## config.mk

```make
export PLATFORM = sky130hd
export DESIGN_NAME = pause_frame_tx
export DESIGN_NICKNAME = d
export VERILOG_FILES = /design/src/rtl/gemac_pkg.sv /design/src/rtl/pause_byte_sel.sv /design/src/rtl/pause_frame_tx.sv
export SDC_FILE = /design/constraint.sdc
export NUM_CORES = 1
export LEC_CHECK = 0
export BUFFER_PORTS_ARGS = -buffer_cell sky130_fd_sc_hd__clkbuf_2
export CORE_ASPECT_RATIO = 1.75
export CORE_UTILIZATION = 51
export CTS_CLUSTER_DIAMETER = 50
export DETAILED_ROUTE_END_ITERATION = 10
export GPL_ROUTABILITY_DRIVEN = 0
export GPL_TIMING_DRIVEN = 0
export PLACE_DENSITY = 0.91
export SLEW_MARGIN = 25
export SYNTH_ARGS = -nofsm -noshare
export SYNTH_HDL_FRONTEND = slang
export SYNTH_SLANG_ARGS = --single-unit
```

## constraint.sdc

```tcl
create_clock -name tx_clk -period 3 [get_ports tx_clk]
set_clock_uncertainty 0.2 [all_clocks]
set_input_delay 0.45 -clock tx_clk [delete_from_list [all_inputs] [get_ports tx_clk]]
set_output_delay 0.45 -clock tx_clk [all_outputs]
set_load 0.02 [all_outputs]
```

## src/rtl/gemac_pkg.sv

```systemverilog
// gemac_pkg: shared MAC-control constants and the PAUSE transmitter state type.
package gemac_pkg;

    localparam logic [47:0] PAUSE_DA           = 48'h0180C2000001;
    localparam logic [15:0] MAC_CTRL_ETHERTYPE = 16'h8808;
    localparam logic [15:0] PAUSE_OPCODE       = 16'h0001;
    localparam int          PAUSE_HDR_BYTES    = 18;

    typedef enum logic [1:0] {IDLE, SEND, GAP} pause_tx_state_t;

endpackage

```

## src/rtl/pause_byte_sel.sv

```systemverilog
// pause_byte_sel: combinational PAUSE frame byte mux indexed by the byte counter.
module pause_byte_sel
    import gemac_pkg::*;
#(
    parameter int CW            = 6,
    parameter bit SRC_FROM_PORT = 1'b1
) (
    input  logic [CW-1:0] cnt_i,
    input  logic [47:0]   mac_addr_i,
    input  logic [15:0]   frame_time_i,
    output logic [7:0]    byte_o
);

    localparam int HDR_W = 8 * PAUSE_HDR_BYTES;

    logic [47:0]      sa;
    logic [HDR_W-1:0] hdr;
    logic [HDR_W-1:0] shifted;

    assign sa  = SRC_FROM_PORT ? mac_addr_i : 48'h0;
    assign hdr = {PAUSE_DA, sa, MAC_CTRL_ETHERTYPE, PAUSE_OPCODE, frame_time_i};

    // Indices past the header shift every header bit out, which yields the zero pad.
    assign shifted = hdr << {cnt_i, 3'b000};
    assign byte_o  = shifted[HDR_W-1 -: 8];

endmodule

```

## src/rtl/pause_frame_tx.sv

```systemverilog
// pause_frame_tx: 802.3x PAUSE frame byte-stream generator with request coalescing.
// Define PAUSE_FRAME_TX_STATS_EN to add the sent/coalesced statistics outputs.
module pause_frame_tx
    import gemac_pkg::*;
#(
    parameter int PAD_BYTES     = 42,
    parameter bit SRC_FROM_PORT = 1'b1
) (
    input  logic        tx_clk,
    input  logic        tx_reset,
    input  logic [47:0] mac_addr,
    input  logic        pause_req,
    input  logic [15:0] pause_time_req,
    output logic [7:0]  pause_tx_data,
    output logic        pause_tx_valid,
    output logic        pause_tx_last,
    input  logic        pause_tx_ready,
`ifdef PAUSE_FRAME_TX_STATS_EN
    output logic [15:0] pause_frames_sent,
    output logic [15:0] pause_req_coalesced,
`endif
    output logic        pause_busy
);

    localparam int            FRAME_BYTES = PAUSE_HDR_BYTES + PAD_BYTES;
    localparam int            CW          = $clog2(FRAME_BYTES);
    localparam logic [CW-1:0] LAST_IDX    = CW'(FRAME_BYTES - 1);

    pause_tx_state_t state_q, state_d;
    logic [CW-1:0]   cnt_q, cnt_d;
    logic            pending_q, pending_d;
    logic [15:0]     pend_time_q, pend_time_d;
    logic [15:0]     frame_time_q, frame_time_d;
    logic [7:0]      sel_byte;
    logic            accept;
    logic            last;

    pause_byte_sel #(
        .CW           (CW),
        .SRC_FROM_PORT(SRC_FROM_PORT)
    ) u_byte_sel (
        .cnt_i       (cnt_q),
        .mac_addr_i  (mac_addr),
        .frame_time_i(frame_time_q),
        .byte_o      (sel_byte)
    );

    assign pause_tx_valid = (state_q == SEND);
    assign last           = (cnt_q == LAST_IDX);
    assign pause_tx_last  = pause_tx_valid & last;
    assign pause_tx_data  = pause_tx_valid ? sel_byte : 8'h00;
    assign accept         = pause_tx_valid & pause_tx_ready;
    assign pause_busy     = (state_q != IDLE) | pending_q;

    always_comb begin
        state_d      = state_q;
        cnt_d        = cnt_q;
        pending_d    = pending_q | pause_req;
        pend_time_d  = pause_req ? pause_time_req : pend_time_q;
        frame_time_d = frame_time_q;
        case (state_q)
            IDLE: begin
                // A strobe on the launch edge wins; it only stays pending if one already was.
                if (pending_q || pause_req) begin
                    state_d      = SEND;
                    cnt_d        = '0;
                    frame_time_d = pause_req ? pause_time_req : pend_time_q;
                    pending_d    = pending_q & pause_req;
                end
            end
            SEND: begin
                if (accept) begin
                    state_d = last ? GAP : SEND;
                    cnt_d   = last ? cnt_q : cnt_q + 1'b1;
                end
            end
            GAP:     state_d = IDLE;
            default: state_d = IDLE;
        endcase
    end

    always_ff @(posedge tx_clk or posedge tx_reset) begin
        if (tx_reset) begin
            state_q      <= IDLE;
            cnt_q        <= '0;
            pending_q    <= 1'b0;
            pend_time_q  <= 16'h0;
            frame_time_q <= 16'h0;
        end else begin
            state_q      <= state_d;
            cnt_q        <= cnt_d;
            pending_q    <= pending_d;
            pend_time_q  <= pend_time_d;
            frame_time_q <= frame_time_d;
        end
    end

`ifdef PAUSE_FRAME_TX_STATS_EN
    logic [15:0] sent_q, sent_d;
    logic [15:0] coal_q, coal_d;

    always_comb begin
        sent_d = (accept && last && sent_q != 16'hFFFF) ? sent_q + 16'd1 : sent_q;
        coal_d = (pause_req && pending_q && coal_q != 16'hFFFF) ? coal_q + 16'd1 : coal_q;
    end

    always_ff @(posedge tx_clk or posedge tx_reset) begin
        if (tx_reset) begin
            sent_q <= 16'h0;
            coal_q <= 16'h0;
        end else begin
            sent_q <= sent_d;
            coal_q <= coal_d;
        end
    end

    assign pause_frames_sent   = sent_q;
    assign pause_req_coalesced = coal_q;
`endif

endmodule

```

-- After elaboration in Yosys (flattened, before gate mapping)
Cells that the tools add are included.
- register bits after elaboration: 41
- bits in latches: 0
- memory bits (writable): 0
- bits in read-only memories: 0
- input port bits: 68
- output and inout bits: 11
- word-level logic and storage cells: 36
- memories kept: 0
- add/subtract/negate cells: 1
- multipliers: 0
- div/mod/pow operators: 0
- magnitude comparators: 0
- equality and inequality tests: 5
- shift-type cells: 1
- multiplexer cells: 12
- bitwise gates (word level): 5
- reduce and logical (&&, ||, !) cells: 7
- operators by type and width (kind ; number):
    left shift 137 x 9 -> 144 bit ; 1
    two-way mux 6 bit ; 3
    two-way mux 16 bit ; 1
    case mux 6 bit (2 select lines) ; 1
    two-way mux 8 bit ; 1
    adder 6 x 1 -> 6 bit (second input constant) ; 1
    equality test 6 bit (second input constant) ; 1
    two-way mux 2 bit ; 3
    != test 2 bit (second input constant) ; 2
    case mux 2 bit (2 select lines) ; 1
    AND reduction 2 bit ; 2
    AND reduction 4 bit ; 1
    nonzero test 2 bit ; 2
    bitwise AND 1 bit ; 3
    equality test 2 x 1 -> 1 bit (second input constant) ; 1
    logical NOT 2 bit ; 1
    two-way mux 1 bit ; 2
    != test 2 x 1 -> 1 bit (second input constant) ; 1
    OR 1 bit ; 2
    logical OR 1 bit ; 1

-- Logic depth before layout (Yosys ltp)
- depth after elaboration: 4
- gate-level depth with buffers: 8
- depth with buffers taken out: 5

-- Hierarchy
Synthesis repeated with hierarchy kept, for this count alone.
- cells, all modules: 222
- area, all modules: 2558.7 um2
- by module, submodules not included (module ; instances ; cells each ; area an instance (um2) ; seq. area each (um2)):
    pause_frame_tx ; 1 ; 131 ; 1762.9 ; 1026.0
    pause_byte_sel ; 1 ; 91 ; 795.8 ; 0.0

-- Worst setup path after synthesis
No wires, ideal clock.
- kind: flip-flop to output port
- start point: reg cnt_q[0]
- end point: out pause_tx_data[7]
- data arrival time: 1.939 ns
- data required time: 2.350 ns
- path slack: 0.411 ns
- stages on the path, launching flop included: 9
- path buffers: 3
- cells stage by stage: dfrtp_1 buf_8 buf_4 buf_6 inv_1 ha_1 a22o_1 a2111oi_2 nor2_1
- word-level cells in the longest chain between the ends: 2
- RTL lines (what ; line ; source):
    start: declaration ; pause_frame_tx.sv:30 ; logic [CW-1:0] cnt_q, cnt_d;
    start signal: assignment ; pause_frame_tx.sv:91 ; cnt_q <= cnt_d;
    left shift 137 x 9 -> 144 bit ; pause_byte_sel.sv:24 ; assign shifted = hdr << {cnt_i, 3'b000};
    two-way mux 8 bit ; pause_frame_tx.sv:51 ; assign pause_tx_data = pause_tx_valid ? sel_byte : 8'h00;
    end: declaration ; pause_frame_tx.sv:14 ; output logic [7:0] pause_tx_data,
Every way passes these cells.

-- Worst setup path in the final report
Same ends and word-level chain as after synthesis.

==> reports/qor.yml <==
worst_setup_path:
  critPathCapture: "pause_tx_data[7]"
  cp-start-kind: "flip-flop"
  crit_fanout: 10
  reg2reg_slack_ps: 940
  required_ps: 2350
  critical_path_class: "reg -> out"
  arrival_ps: 2230
  reg2reg_to: "cnt_q[5]"
  setup.worst_path.start: "cnt_q[0]"
  worst_setup_path_end_kind: "output port"
  reg2regPathDepth: 5
  reg2reg_from: "cnt_q[1]"
floorplanning:
  rows: 33
  start_util_pct: 53.3
  die_h_um: 94.4
  die_area_um2: 5170
  core_um2: 4670
  die_w_um: 54.8
  pin_count: 79
run:
  drv_cap: 0
global_route:
  grt_use_total_pct: 26.0
  grt_pass1_vias: 2170
  grt_pass1_wl_mm: 9.61
  grt_antenna_before_repair: 0
  grt_max_degree: 36
  overflow: 0
layout:
  fin_util_pct: 65.8
  diodes: 0
  layout-drive-gt1-share_pct: 45.9
  syn2layout_area_growth_pct: 23.3
  instances_no_fill: 359
  nNetsFinal: 379
clock_tree:
  htree_levels: 2
  tritoncts: "built"
  numCtsBuffers: 5
  clk_pin_slew_worst_paths_ps: 80
  cts-root-buf: "clkbuf_8"
  clockBufferDepth: 2
  worstSkewPairLatency_ps: 290
  cts_sinks: 41
drt:
  drtIter0Drc: 74
  viasPerCell: 5.97
  wl_per_cell_um: 17.3
  drt-pass1-iter-count: 5
  drc_errors: 0
  via_count: 2144
  wl_mm: 6.21
  drtAntennaViolNets: 0
synth:
  ys_types: 42
  yosysSeqAreaShare_pct: 41.2
  synth_area_um2: 2490
  synth_top_area_share_pct: 41.2
  synth_commonest_cells: "dfrtp_1, mux2_2, mux2i_1"
  ys.flop_type: "dfrtp_1"
  synth_area_leaders: "dfrtp_1, mux2_2, mux2i_1"
  yosys.area.top_type: "dfrtp_1"
  synth_cells: 221
  synth_fp_nets: 292
  avgSynthCellArea_um2: 11.3
  ys_warn_count: 0
  ys_ff_latch: 41
  async_flop_share_pct: 100
  synth.most_common_cell: "dfrtp_1"
  synth_edf_count: 0
place:
  dp_hpwl_mm: 4.79
  port_buffers: 76
  placed_cells: 350
pwr:
  peakVddDrop_v: 0.000506
  leakage_nw: 1.51
  power_density_nw_per_um2: 677
worst_hold_path:
  hold_class: "in -> reg"
sta:
  worst_slew_pin_slew_ps: 602
  min_period_over_period_pct: 96.1
  setup_viol: 0
  post-route-min-period_ps: 2880
  slew_viol_final: 0
  hold_violations: 0
  tns_ps: 0
  rsz0062_at_grt: "false"
  finalHoldWorstSlack_ps: 210
  slew_headroom_pct: 59.7
  clock.fmax_mhz: 347
status:
  status: "finished clean"
-- sequential cells by signal, indices dropped and copies added, names as in the netlist --
register      flops
pend_time_q      16
state_q           2
pending_q         1
cnt_q             6
frame_time_q     16
-- worst min-delay path by stage --
stage	from	to	slack, ps	cells after the start
final	pause_time_req[6]	pend_time_q[6]	210	2
after global routing	pause_time_req[6]	pend_time_q[6]	210	2
after global placement	pend_time_q[8]	pend_time_q[8]	280	1
after floorplan	pend_time_q[15]	pend_time_q[15]	270	1
after CTS	pause_time_req[6]	pend_time_q[6]	200	2
after detailed placement	tx_reset	pending_q	150	2
-- where the power goes --
group / switching (mW) / total, mW / internal [mW]
Clock: 0.166 / 0.319 / 0.153
Sequential: 0.0548 / 0.686 / 0.631
Combinational: 0.619 / 1.07 / 0.453
Total: 0.840 / 2.08 / 1.24
-- cell families (layout without fill, tap and decap cells) --
logic type | after synthesis | count (layout) | share of synthesized area, %
adder cells (fa/ha/maj) | 3 | 3 | 1.51
buffers and inverters | 23 | 109 | 5.68
AO/OA/AOI/OAI | 41 | 41 | 11.0
multiplexers | 58 | 58 | 28.5
flip-flops | 41 | 41 | 41.2
AND/OR/NAND/NOR | 55 | 55 | 12.1
-- per-stage QoR --
stage / area, um^2 / total power [mW] / worst slack (ps)
after detailed placement: 2950 / 1.74 / 72.4
after CTS: 3050 / 2.06 / 73.5
after floorplan: 2490 / 1.44 / 411
after global routing: 3070 / 2.21 / 24.6
final: 3070 / 2.08 / 117
after global placement: 2930 / 1.71 / 90.6
-- layout by cell type (no fill, tap or decap), drive strengths merged, types with 4 or more instances in the layout --
| cell type | netlist | layout |
|---|---|---|
| a211oi | 5 | 5 |
| nor2 | 15 | 15 |
| a21oi | 5 | 5 |
| or3 | 5 | 5 |
| a31oi | 4 | 4 |
| clkbuf | 4 | 85 |
| buf | 13 | 16 |
| nand3 | 4 | 4 |
| mux2 | 34 | 34 |
| nand2 | 12 | 12 |
| o21ai | 15 | 15 |
| mux4 | 6 | 6 |
| mux2i | 18 | 18 |
| inv | 6 | 5 |
| dfrtp | 41 | 41 |
-- critical path: stages (launching register included) --
cell	delay [ps]
dfrtp_1	400
buf_12	120
buf_8	160
clkinvlp_4	130
ha_1	320
a22o_1	260
a2111oi_2	300
nor2_1	80
clkbuf_2	170
-- area by class of cell --
class	instances	area, um^2
well taps	52	65.1
flip-flops and latches	41	1030
plain buffers	15	115
inverters	6	26.3
multi-input cells	157	1320
clock inverters	1	5.00
clock buffers	5	68.8
fillers	365	1600
repair buffers	82	440
-- layer usage --
| layer | up-vias | GRT usage, % | wire (um) | part of all wire, % |
|---|---|---|---|---|
| met2 | 105 | 45.3 | 3410 | 55 |
| li1 | 991 | - | - | - |
| met3 | 16 | 5.48 | 369 | 5.9 |
| met1 | 1032 | 26.5 | 2180 | 35 |
| met5 | - | 0 | 0 | 0 |
| met4 | 0 | 15.6 | 248 | 4.0 |
-- what timing repair did --
action / 4_1_cts / 5_1_grt
pin swaps: 0 / 1
resized for setup: 1 / 2
endpoints found under the hold margin: 6 / 0
hold buffers: 1 / 0
buffers inserted: 2 / 2
gates cloned: 0 / 0
setup endpoints to repair: 1 / 1
Power figures use the tool's default switching activity.
